==> config.mk <==
export PLATFORM = sky130hd
export DESIGN_NAME = axis_sfifo
export DESIGN_NICKNAME = d
export VERILOG_FILES = /design/src/rtl/axis_pkg.sv /design/src/rtl/lutram_sdp.sv /design/src/rtl/axis_sfifo.sv
export SDC_FILE = /design/constraint.sdc
export NUM_CORES = 1
export LEC_CHECK = 0
export CAP_MARGIN = 10
export CORE_AREA = 10 10 163 165
export DETAILED_ROUTE_END_ITERATION = 16
export DIE_AREA = 0 0 173 175
export PLACE_DENSITY = 0.46
export SETUP_SLACK_MARGIN = 0.2
export SYNTH_ARGS = -nofsm -noshare
export SYNTH_HDL_FRONTEND = slang
export SYNTH_HIERARCHICAL = 1
export SYNTH_SLANG_ARGS = --single-unit
==> constraint.sdc <==
create_clock -name aclk -period 3.1 [get_ports aclk]
set_clock_uncertainty 0.15 [all_clocks]
set_input_delay 0.31 -clock aclk [delete_from_list [all_inputs] [get_ports aclk]]
set_output_delay 0.31 -clock aclk [all_outputs]
set_load 0.01 [all_outputs]
==> src/rtl/axis_pkg.sv <==
// Shared stream-FIFO helpers: pointer/level width and reset values of the
// registered handshake flags.
package axis_pkg;

  // Pointers and counters carry one extra bit so full and empty stay distinct.
  function automatic int ptr_w(input int abits);
    return abits + 1;
  endfunction

  localparam logic RST_S_TREADY = 1'b0;
  localparam logic RST_M_TVALID = 1'b0;

endpackage

==> src/rtl/lutram_sdp.sv <==
// Simple dual-port LUT SRAM: synchronous write, asynchronous read.
module lutram_sdp #(
  parameter int AW = 4,
  parameter int DW = 9
) (
  input  logic          aclk,
  input  logic          we,
  input  logic [AW-1:0] waddr,
  input  logic [DW-1:0] wdata,
  input  logic [AW-1:0] raddr,
  output logic [DW-1:0] rdata
);

  logic [DW-1:0] mem [2**AW];

  always_ff @(posedge aclk)
    if (we) mem[waddr] <= wdata;

  assign rdata = mem[raddr];

endmodule

==> src/rtl/axis_sfifo.sv <==
// Single-clock AXI4-Stream FIFO on LUT SRAM with fill level and packet count.
// Define AXIS_SFIFO_PACKET_EN for store-and-forward output gating.
module axis_sfifo
  import axis_pkg::*;
#(
  parameter int WIDTH = 8,
  parameter int TLAST = 1,
  parameter int ABITS = 4
) (
  input  logic             aclk,
  input  logic             areset,
  input  logic             s_tvalid,
  output logic             s_tready,
  input  logic             s_tlast,
  input  logic [WIDTH-1:0] s_tdata,
  output logic             m_tvalid,
  input  logic             m_tready,
  output logic             m_tlast,
  output logic [WIDTH-1:0] m_tdata,
  output logic [ABITS:0]   level_o,
  output logic [ABITS:0]   packets_o
);

  localparam int DW = WIDTH + TLAST;

  typedef logic [ptr_w(ABITS)-1:0] ptr_t;
  typedef logic [ptr_w(ABITS)-1:0] level_t;

`ifdef AXIS_SFIFO_PACKET_EN
  if (TLAST == 0) begin : g_cfg_err
    $error("axis_sfifo: packet mode needs TLAST=1");
  end
`endif

  ptr_t            wptr, rptr, wptr_nx, rptr_nx;
  level_t          level_nx, pkts_nx;
  logic            push, pop, push_last, pop_last;
  logic            full_nx, empty_nx, vld_nx;
  logic [DW-1:0]   wdata, rdata;

  assign push = s_tvalid & s_tready;
  assign pop  = m_tvalid & m_tready;

  if (TLAST != 0) begin : g_last
    assign wdata     = {s_tlast, s_tdata};
    assign m_tdata   = rdata[WIDTH-1:0];
    // RAM contents are unreset; only expose tlast alongside a valid beat.
    assign m_tlast   = rdata[DW-1] & m_tvalid;
    assign push_last = push & s_tlast;
    assign pop_last  = pop & m_tlast;
  end else begin : g_nolast
    assign wdata     = s_tdata;
    assign m_tdata   = rdata;
    assign m_tlast   = 1'b0;
    assign push_last = 1'b0;
    assign pop_last  = 1'b0;
  end

  lutram_sdp #(.AW(ABITS), .DW(DW)) u_ram (
    .aclk  (aclk),
    .we    (push),
    .waddr (wptr[ABITS-1:0]),
    .wdata (wdata),
    .raddr (rptr[ABITS-1:0]),
    .rdata (rdata)
  );

  // Flags are computed from next-state pointers so they can be registered
  // without adding a cycle of latency.
  always_comb begin
    wptr_nx  = wptr + ptr_t'(push);
    rptr_nx  = rptr + ptr_t'(pop);
    level_nx = level_o;
    pkts_nx  = packets_o;
    case ({push, pop})
      2'b10:   level_nx = level_o + level_t'(1);
      2'b01:   level_nx = level_o - level_t'(1);
      default: level_nx = level_o;
    endcase
    case ({push_last, pop_last})
      2'b10:   pkts_nx = packets_o + level_t'(1);
      2'b01:   pkts_nx = packets_o - level_t'(1);
      default: pkts_nx = packets_o;
    endcase
    empty_nx = (wptr_nx == rptr_nx);
    full_nx  = (wptr_nx[ABITS-1:0] == rptr_nx[ABITS-1:0]) &&
               (wptr_nx[ABITS] != rptr_nx[ABITS]);
`ifdef AXIS_SFIFO_PACKET_EN
    // Full releases an oversize packet cut-through so the FIFO cannot deadlock.
    vld_nx   = (pkts_nx != '0) | full_nx;
`else
    vld_nx   = ~empty_nx;
`endif
  end

  always_ff @(posedge aclk or posedge areset)
    if (areset) begin
      wptr      <= '0;
      rptr      <= '0;
      level_o   <= '0;
      packets_o <= '0;
      s_tready  <= RST_S_TREADY;
      m_tvalid  <= RST_M_TVALID;
    end else begin
      wptr      <= wptr_nx;
      rptr      <= rptr_nx;
      level_o   <= level_nx;
      packets_o <= pkts_nx;
      s_tready  <= ~full_nx;
      m_tvalid  <= vld_nx;
    end

endmodule
==> impl_metrics.py, run 1 <==
metrics = {
    "status": {
        "status": "completed",
    },
    "power_and_ir_drop": {
        "peakVddDrop_v": 0.000434,
        "p_leak_nw": 2.95,
        "power.density_mw_per_mm2": 993,
    },
    "die": {
        "die_area_mm2": 0.0303,
        "fp.dieW_um": 173,
        "die_h_um": 175,
        "ios": 34,
        "core_area_mm2": 0.0233,
        "num_rows": 56,
        "start_util_pct": 29.4,
    },
    "clocking": {
        "clockBufferDepth": 2,
        "clk_latency_ns": 0.42,
        "cts_buffers": 17,
        "ctsHtreeMaxLevel": 4,
        "cts_root_buffer": "clkbuf_16",
        "cts_tree": "built",
        "path_clk_slew_ns": 0.06,
        "clock_sinks": 166,
    },
    "grt": {
        "grt-ovfl-total": 0,
        "grtUsageTotal_pct": 10.7,
        "grt_pass1_vias": 3799,
        "grt_max_degree": 33,
        "grt_pass1_wl_mm": 24.2,
        "antenna_found_initial": 0,
    },
    "timing": {
        "slew_violations": 0,
        "relSlewSlack_pct": 39.7,
        "whs_ns": 0.231,
        "fmax_mhz": 344,
        "fin_setup_tns_ns": 0,
        "min_period_ns": 2.91,
        "tightestPinTransition_ns": 0.903,
        "rsz0062_at_grt": "yes",
        "setup_viol": 0,
        "post-route-period-util_pct": 93.9,
        "final_hold_viol_count": 0,
    },
    "logic_synthesis": {
        "syn_inst": 354,
        "synth_nets": 379,
        "yosys_warnings": 6,
        "ys_types": 42,
        "synthFlopType": "edfxtp_1",
        "yosysSeqAreaShare_pct": 71.2,
        "yosys.area.top_type": "edfxtp_1",
        "netlist_area_mm2": 0.00684,
        "synth-edff-count": 144,
        "ys_async_sr_fraction_pct": 13.3,
        "syn_avg_cell_area_um2": 19.3,
        "synth_top_cell_area_share_pct": 63.2,
        "netlist_top_cells_area": "edfxtp_1 (63%), dfrtp_1 (8.0%), mux4_2 (6.9%)",
        "synth-seq-cells": 166,
    },
    "drt": {
        "drc": 0,
        "viasPerCell": 4.63,
        "wl_per_cell_um": 20.8,
        "routed_wl_mm": 15.9,
        "vias": 3558,
        "wl_met2_mm": 7.42,
        "route.met3.wl_um": 953,
        "dr.pass1.iters": 4,
        "met1_length_mm": 7.46,
        "ant_nets": 0,
        "top_layer": "met4",
        "drtIter0Drc": 238,
    },
    "finish": {
        "drive_gt1_share_pct": 28.7,
        "area_growth_pct": 24.1,
        "fin_area_mm2": 0.00849,
        "finalNonFillerCells": 768,
        "fillers": 2210,
        "antenna_cells": 0,
        "utilization_pct": 36.5,
        "final_nets": 461,
    },
    "placement": {
        "dp_cells": 724,
        "dp_hpwl_mm": 10.1,
        "place_area_mm2": 0.00772,
        "portBuffers": 33,
        "place.gp.congestion": 0.721,
    },
    "setup_path": {
        "cp_max_fo": 8,
        "reg2reg_to": "packets_o[4]",
        "cp-end-kind": "flip-flop",
        "r2r_cells": 12,
        "worstSetupPathType": "reg2reg",
        "worstPathArrival_ns": 3.07,
        "r2r-start": "rptr[0]",
        "cp_data_required_time_ns": 3.26,
        "startpoint_type": "flip-flop",
        "reg2reg_slack_ns": 0.19,
    },
    "job": {
        "drv_cap": 0,
    },
    "worst_hold_path": {
        "hold_path_class": "in2async",
    },
}
-- flip-flops by register name, summed over array words and instances (netlist names) --
| signal | count |
|---|---|
| u_ram/mem | 144 |
| m_tvalid | 1 |
| rptr | 5 |
| wptr | 5 |
| s_tready | 1 |
| packets_o | 5 |
| level_o | 5 |
-- Yosys cell counts (2+ instances only) --
| cell type | n |
|---|---|
| a21o_1 | 3 |
| xnor3_1 | 2 |
| a22oi_1 | 18 |
| and3_4 | 2 |
| edfxtp_1 | 144 |
| xor2_1 | 13 |
| buf_6 | 3 |
| nor2b_1 | 3 |
| a21oi_1 | 5 |
| nand2b_1 | 3 |
| nor2_1 | 16 |
| nor3b_1 | 3 |
| nor3_1 | 5 |
| nand2_1 | 15 |
| mux4_2 | 21 |
| xnor2_1 | 7 |
| mux2_2 | 2 |
| nand3_1 | 5 |
| inv_1 | 4 |
| clkbuf_1 | 3 |
| ha_1 | 11 |
| o21ai_0 | 4 |
| dfrtp_1 | 22 |
| and2_1 | 4 |
| buf_2 | 3 |
| nand3b_1 | 3 |
| mux4_1 | 15 |
-- worst max-delay path: stages (launching register included) --
cell and delay [ns]:
dfrtp_4 0.50, buf_6 0.12, mux4_2 0.50, a22oi_2 0.17
nand2_2 0.09, and3_4 0.17, ha_4 0.18, xor2_1 0.18
ha_2 0.24, o21ai_1 0.08, a21oi_1 0.18, o22ai_2 0.10
xor2_1 0.15
-- power breakdown --
| group | switching (mW) | leakage [nW] | internal (mW) |
|---|---|---|---|
| registers | 0.277 | 1.55 | 2.80 |
| logic | 1.58 | 1.13 | 1.69 |
| clock network | 0.887 | 0.271 | 1.20 |
-- how the worst max path moves through the flow --
| stage | startpoint | end | slack (ns) | cells past startpoint |
|---|---|---|---|---|
| finish | rptr[0] | packets_o[4] | 0.19 | 12 |
| global route | rptr[0] | packets_o[4] | 0.08 | 12 |
| CTS | rptr[0] | m_tdata[1] | 0.10 | 5 |
| detailed placement | rptr[0] | m_tdata[4] | 0.15 | 5 |
| global placement | rptr[0] | m_tdata[4] | 0.16 | 5 |
| floorplan | rptr[0] | packets_o[4] | 0.22 | 14 |
-- per-layer routing --
metal	global-route usage, %	vias to the layer above
met1	14.8	1879
li1	-	1580
met5	0	-
met4	2.69	0
met3	3.21	8
met2	16.1	91
-- placed cells by master, fill, tap and decap left out, types with 3 or more instances in the layout --
| cell | instances |
|---|---|
| and3_4 | 3 |
| nand3b_1 | 3 |
| o21ai_0 | 3 |
| nor2_1 | 16 |
| a21o_1 | 3 |
| clkdlybuf4s50_1 | 24 |
| a21oi_1 | 4 |
| ha_1 | 9 |
| a22oi_2 | 6 |
| buf_4 | 35 |
| mux4_1 | 8 |
| inv_1 | 4 |
| dfrtp_1 | 21 |
| nand2b_1 | 3 |
| a22oi_1 | 12 |
| nand3_1 | 5 |
| clkbuf_2 | 6 |
| and2_1 | 4 |
| clkinvlp_4 | 4 |
| nor3_1 | 5 |
| buf_12 | 6 |
| xnor2_1 | 7 |
| edfxtp_1 | 144 |
| xor2_1 | 13 |
| mux4_2 | 28 |
| nor2b_1 | 3 |
| nand2_1 | 13 |
| clkbuf_16 | 17 |
-- logic make-up after synthesis --
group / count (synthesis) / share of synthesized area [%]
fa+ha+maj: 12 / 2.30
mux: 39 / 13.1
compound gates: 33 / 3.27
flops: 166 / 71.2
xor+xnor: 22 / 3.22
simple gates: 64 / 4.88
buf+inv: 18 / 1.96
-- cell type report --
cell class | instances | area (um2) | share of cell area [%]
flip-flops and latches | 166 | 4880 | 57.4
clock buffers | 19 | 433 | 5.10
repair buffers | 77 | 733 | 8.63
multi-input cells | 170 | 1890 | 22.2
well taps | 319 | 399 | 4.70
clock inverters | 13 | 148 | 1.74
inverters | 4 | 15.0 | 0.177
-- timing repair --
item | CTS | global route
hold buffers | 0 | 0
setup endpoints to repair | 10 | 11
gates resized for setup | 24 | 27
endpoints found under the hold margin | 0 | 0
buffers inserted | 6 | 5
cloned | 1 | 0
pin swaps | 4 | 5
-- per-stage QoR --
| step | worst slack, ns | total power, mW |
|---|---|---|
| after global placement | 0.161 | 6.12 |
| after floorplan | 0.215 | 5.04 |
| after detailed placement | 0.147 | 6.13 |
| final | 0.190 | 8.43 |
| after global routing | 0.0786 | 8.94 |
| after CTS | 0.102 | 8.40 |
Note: power is estimated with default switching activity, not from simulation.
==> run 2, diff against run 1 <==
--- a/config.mk
+++ b/config.mk
@@ -9,7 +9,9 @@
 export CORE_AREA = 10 10 163 165
 export DETAILED_ROUTE_END_ITERATION = 16
 export DIE_AREA = 0 0 173 175
+export GPL_TIMING_DRIVEN = 0
 export PLACE_DENSITY = 0.46
+export RECOVER_POWER = 50
 export SETUP_SLACK_MARGIN = 0.2
 export SYNTH_ARGS = -nofsm -noshare
 export SYNTH_HDL_FRONTEND = slang
==> run 2 against run 1 <==
Effect of this change: sequential share of layout area rose by 0.52 points; the run now ends with negative setup slack left; maximum frequency shrank 7.5%; register-to-register slack worse by 0.24 ns; sequential power about the same; wire length down 1.3%; first-iteration DRC count is 12% lower; non-clock buffer count down 12; worst hold slack gained 0.097 ns; total power about the same; largest power group unchanged; final area down 0.97%.
==> impl_metrics.py, run 2 (same netlist as run 1, synthesis figures left out) <==
metrics = {
    "status": {
        "status": "finished, violations left",
        "violations": "negative setup slack",
    },
    "clocking": {
        "clock_sinks": 166,
        "ctsHtreeMaxLevel": 4,
        "clk_latency_ns": 0.42,
        "cts_buffers": 17,
        "cts_root_buffer": "clkbuf_16",
        "path_clk_slew_ns": 0.06,
        "clockBufferDepth": 2,
        "cts_tree": "built",
    },
    "drt": {
        "routed_wl_mm": 15.7,
        "dr.pass1.iters": 4,
        "drtIter0Drc": 210,
        "wl_per_cell_um": 20.8,
        "viasPerCell": 4.57,
        "vias": 3456,
        "drc": 0,
        "ant_nets": 0,
    },
    "power_and_ir_drop": {
        "peakVddDrop_v": 0.000462,
        "p_leak_nw": 2.91,
        "power.density_mw_per_mm2": 1000,
    },
    "finish": {
        "antenna_cells": 0,
        "area_growth_pct": 22.9,
        "final_common_cell": "edfxtp_1",
        "drive_gt1_share_pct": 29.5,
        "mostFrequentLayoutCells": "edfxtp_1 (144), mux4_2 (31), dfrtp_1 (22), clkbuf_16 (17), buf_4 (16)",
        "final_nets": 449,
        "largest_reg_flops": 144,
        "largest-register": "u_ram/mem",
    },
    "setup_path": {
        "worstPathArrival_ns": 3.30,
        "cp-end-kind": "flip-flop",
        "startpoint_type": "flip-flop",
        "critPathMaxStageDelay_ns": 0.53,
        "crit_chain": "buf_12 -> buf_12 -> mux4_2 -> a22oi_2 -> nand2_2 -> and3_4 -> ha_4 -> buf_6 -> xor2_1 -> ha_2 -> a31oi_1 -> o22ai_2 -> xor2_1",
        "cp_data_required_time_ns": 3.25,
        "crit_slowest_cell": "mux4_2",
        "worstSetupPathType": "reg2reg",
        "cp_max_fo": 8,
    },
    "timing": {
        "relSlewSlack_pct": 32.0,
        "rsz0062_at_grt": "yes",
        "whs_ns": 0.328,
        "final.setup.worst_slack_ns": -0.0463,
        "slew_violations": 0,
        "final_hold_viol_count": 0,
        "tightestPinTransition_ns": 1.02,
        "fin_setup_tns_ns": -0.0634,
        "min_period_ns": 3.15,
        "post-route-period-util_pct": 101,
        "fmax_mhz": 318,
        "setup_viol": 2,
    },
    "die": {
        "fp.dieW_um": 173,
        "core_area_mm2": 0.0233,
        "ios": 34,
        "die_h_um": 175,
        "num_rows": 56,
        "start_util_pct": 29.4,
        "die_area_mm2": 0.0303,
    },
    "placement": {
        "portBuffers": 33,
        "place.gp.congestion": 0.722,
        "dp_hpwl_mm": 9.66,
    },
    "worst_hold_path": {
        "hold_path_class": "reg2reg",
    },
    "grt": {
        "grt_max_degree": 23,
        "grt_pass1_vias": 3667,
        "antenna_found_initial": 0,
        "grt_pass1_wl_mm": 23.5,
        "grtUsageTotal_pct": 10.5,
        "grt-ovfl-total": 0,
    },
    "job": {
        "drv_cap": 0,
    },
}
-- run 2: where the power goes --
group | internal, mW | switching (mW)
combinational | 1.77 | 1.69
sequential | 2.80 | 0.259
clock | 1.03 | 0.876
-- run 2: worst paths after layout --
kind / endpoint / cells past startpoint / start / slack [ns]
hold / removal: level_o[4] / 1 / level_o[4] / 0.33
setup / recovery: packets_o[4] / 13 / rptr[0] / -0.05
hold reg to reg: level_o[4] / 1 / level_o[4] / 0.33
min in group asynchronous: packets_o[4] / 2 / areset / 0.37
max in group asynchronous: wptr[3] / 2 / areset / 1.89
setup reg to reg: packets_o[4] / 13 / rptr[0] / -0.05
-- run 2: routing by layer --
metal | wire length (um) | vias up | global-route usage, %
met5 | 0 | - | 0
li1 | - | 1565 | -
met2 | 7100 | 83 | 15.6
met3 | 914 | 10 | 2.74
met1 | 7590 | 1798 | 14.6
met4 | 133 | 0 | 3.23
-- run 2: area by class of cell --
cell class / count / area (um2)
buffer: 14 / 175
tap: 319 / 399
sequential: 166 / 4870
clock buffer: 18 / 429
inverter: 4 / 15.0
fill: 2225 / 14900
multi-input combinational: 170 / 1920
timing repair buffer: 51 / 492
clock inverter: 14 / 101
-- run 2: critical path, delay by kind of cell, from the launching register on --
kind                     cells  cell delay (ns)
buffers and inverters        3             0.38
adder cells (fa/ha/maj)      2             0.38
AND/OR/NAND/NOR              2             0.29
flip-flops                   1             0.40
multiplexers                 1             0.53
AO/OA/AOI/OAI                3             0.58
XOR/XNOR                     2             0.32
-- run 2: what timing repair did --
| item | 4_1_cts | 5_1_grt |
|---|---|---|
| hold buffers | 0 | 0 |
| setup buffers | 11 | 6 |
| pin swaps | 10 | 11 |
| resized for setup | 30 | 32 |
| gates cloned | 1 | 0 |
| endpoints found under the setup margin | 14 | 13 |
-- run 2: per-stage QoR --
step	setup slack [ns]	util [%]	std cells	cell area (um2)	total power [mW]
final	-0.0463	36.2	756	8410	8.43
after global routing	-0.172	36.2	756	8410	8.93
after CTS	-0.0493	35.8	750	8340	8.42
after detailed placement	-0.289	32.8	706	7630	6.22
after global placement	-0.364	32.7	706	7610	6.19
after floorplan	0.215	-	354	6880	5.04
==> run 3, diff against run 2 <==
--- a/config.mk
+++ b/config.mk
@@ -7,9 +7,11 @@
 export LEC_CHECK = 0
 export CAP_MARGIN = 10
 export CORE_AREA = 10 10 163 165
+export CTS_CLUSTER_SIZE = 24
 export DETAILED_ROUTE_END_ITERATION = 16
 export DIE_AREA = 0 0 173 175
 export GPL_TIMING_DRIVEN = 0
+export MAX_ROUTING_LAYER = met4
 export PLACE_DENSITY = 0.46
 export RECOVER_POWER = 50
 export SETUP_SLACK_MARGIN = 0.2
==> run 3 against run 2 <==
Effect of this change: the flow still finishes with violations (negative setup slack); final area is essentially flat; count of clock-buffer cells in the layout unchanged; critical path depth grew 1; final cell count unchanged; maximum frequency is 0.21% lower; largest power group unchanged; critical endpoint unchanged; wire length is 0.47% higher.
==> impl_metrics.py, run 3 (same netlist as run 1, synthesis figures left out) <==
metrics = {
    "status": {
        "status": "finished, violations left",
        "violations": "negative setup slack",
    },
    "finish": {
        "mostFrequentLayoutCells": "edfxtp_1 (144), mux4_2 (32), dfrtp_1 (22), clkbuf_16 (17), buf_4 (16)",
        "drive_gt1_share_pct": 29.7,
        "antenna_cells": 0,
        "utilization_pct": 36.1,
        "largest-register": "u_ram/mem",
        "final_common_cell": "edfxtp_1",
        "largest_reg_flops": 144,
        "fillers": 2227,
        "finalNonFillerCells": 756,
        "area_growth_pct": 22.8,
        "final_nets": 449,
    },
    "power_and_ir_drop": {
        "p_sw_share_pct": 33.6,
        "p_leak_nw": 2.90,
        "p_clk_share_pct": 22.6,
        "seq_power_share_pct": 36.2,
        "switchingPower_mw": 2.83,
        "internal-power_mw": 5.60,
        "peakVddDrop_v": 0.000456,
        "pwr-share-comb_pct": 41.1,
        "power.density_mw_per_mm2": 1000,
    },
    "setup_path": {
        "cp.depth": 14,
        "worstSetupPathType": "reg2reg",
        "crit_end": "packets_o[4]",
        "critPathMaxStageDelay_ns": 0.54,
        "worstPathArrival_ns": 3.35,
        "r2r_cells": 14,
        "cp_top_family": "compound AO/OA/AOI/OAI gates",
        "startpoint_type": "flip-flop",
        "worst-path-buf-inv": 3,
        "crit_slowest_cell": "mux4_2",
        "critPathLaunch": "rptr[0]",
        "cp_max_fo": 8,
        "reg2reg_to": "packets_o[4]",
        "cp-end-kind": "flip-flop",
        "crit_chain": "buf_12 -> buf_12 -> mux4_2 -> a22oi_2 -> nand2_2 -> and3_4 -> ha_4 -> buf_6 -> xor2_1 -> ha_2 -> o21ai_2 -> a21oi_2 -> o22ai_2 -> xor2_1",
        "reg2reg_slack_ns": -0.05,
        "cp_data_required_time_ns": 3.29,
        "r2r-start": "rptr[0]",
    },
    "timing": {
        "fmax_mhz": 317,
        "final.setup.worst_slack_ns": -0.0530,
        "fin_setup_tns_ns": -0.0962,
        "slew_violations": 0,
        "min_period_ns": 3.15,
        "tightestPinTransition_ns": 0.989,
        "setup_viol": 2,
        "post-route-period-util_pct": 102,
        "rsz0062_at_grt": "yes",
        "final_hold_viol_count": 0,
        "relSlewSlack_pct": 33.8,
    },
    "clocking": {
        "cts_buffers": 17,
        "cts_tree": "built",
        "ctsHtreeMaxLevel": 4,
        "cts_root_buffer": "clkbuf_16",
        "path_clk_slew_ns": 0.06,
        "clk_latency_ns": 0.42,
        "cts.hold.buffers_added": 0,
        "clockBufferDepth": 2,
        "clock_sinks": 166,
    },
    "drt": {
        "routed_wl_mm": 15.8,
        "drc": 0,
        "dr.pass1.iters": 5,
        "ant_nets": 0,
        "drtIter0Drc": 259,
        "viasPerCell": 4.63,
        "wl_per_cell_um": 20.9,
        "vias": 3502,
    },
    "die": {
        "start_util_pct": 29.4,
        "num_rows": 56,
        "die_area_mm2": 0.0303,
        "die_h_um": 175,
        "core_area_mm2": 0.0233,
        "fp.dieW_um": 173,
        "ios": 34,
    },
    "worst_hold_path": {
        "hold_start": "level_o[4]",
        "hold_path_class": "reg2reg",
    },
    "grt": {
        "antenna_found_initial": 0,
        "grt_pass1_wl_mm": 23.5,
        "grt_pass1_vias": 3664,
        "grt_max_degree": 23,
        "grt-ovfl-total": 0,
        "grtUsageTotal_pct": 10.8,
    },
    "placement": {
        "dp_cells": 706,
        "dp_hpwl_mm": 9.66,
        "place.gp.congestion": 0.730,
        "portBuffers": 33,
    },
    "job": {
        "drv_cap": 0,
    },
}
[run 3: cell counts in the layout (fill, tap and decap cells not counted)]
Identical to the previous run, type by type.
[run 3: per-stage QoR]
step	hold WS, ns	setup slack (ns)	power (mW)	area (um2)
CTS	0.260	-0.0493	8.42	8340
finish	0.328	-0.0530	8.43	8410
detailed placement	0.308	-0.289	6.22	7630
global route	0.345	-0.172	8.93	8410
global placement	0.306	-0.364	6.19	7610
floorplan	0.149	0.215	5.04	6880
[run 3: area by class of cell]
class                           instances  area (um2)  area share (%)
Sequential cell                       166        4870            58.0
Multi-Input combinational cell        170        1920            22.8
Timing Repair Buffer                   51         492            5.85
Clock buffer                           18         429            5.11
Tap cell                              319         399            4.75
Buffer                                 14         175            2.08
Clock inverter                         14         101            1.21
Inverter                                4        15.0           0.179
[run 3: what timing repair did]
item	in CTS	in global routing
gates resized for setup	30	33
endpoints found under the setup margin	14	13
pin swaps	10	11
cloned	1	0
setup buffers	11	6
[run 3: layer usage]
layer / track usage [%] / routed length, um
met5: - / 0
met4: 3.23 / 147
met3: 2.41 / 824
met2: 15.7 / 7180
met1: 14.8 / 7660
[run 3: worst min path at each step]
stage	to	slack [ns]	cells past startpoint
after floorplan	level_o[0]	0.15	1
after detailed placement	packets_o[4]	0.31	1
final	level_o[4]	0.33	1
after CTS	level_o[4]	0.26	2
after global routing	packets_o[4]	0.34	1
after global placement	packets_o[4]	0.31	1
[run 3: worst register-to-register path: cells and delay by family (launching register included)]
| family | cells | cell delay, ns |
|---|---|---|
| compound gates | 4 | 0.62 |
| mux | 1 | 0.54 |
| flops | 1 | 0.40 |
| buf+inv | 3 | 0.38 |
| fa+ha+maj | 2 | 0.37 |
| xor+xnor | 2 | 0.31 |
| simple gates | 2 | 0.29 |
[run 3: power by group through the flow]
stage	sequential (mW)	clock [mW]	combinational, mW
floorplan	3.05	0	1.98
finish	3.06	1.91	3.47
global route	3.10	2.05	3.78
global placement	3.07	0	3.12
CTS	3.06	1.96	3.41
detailed placement	3.09	0	3.12
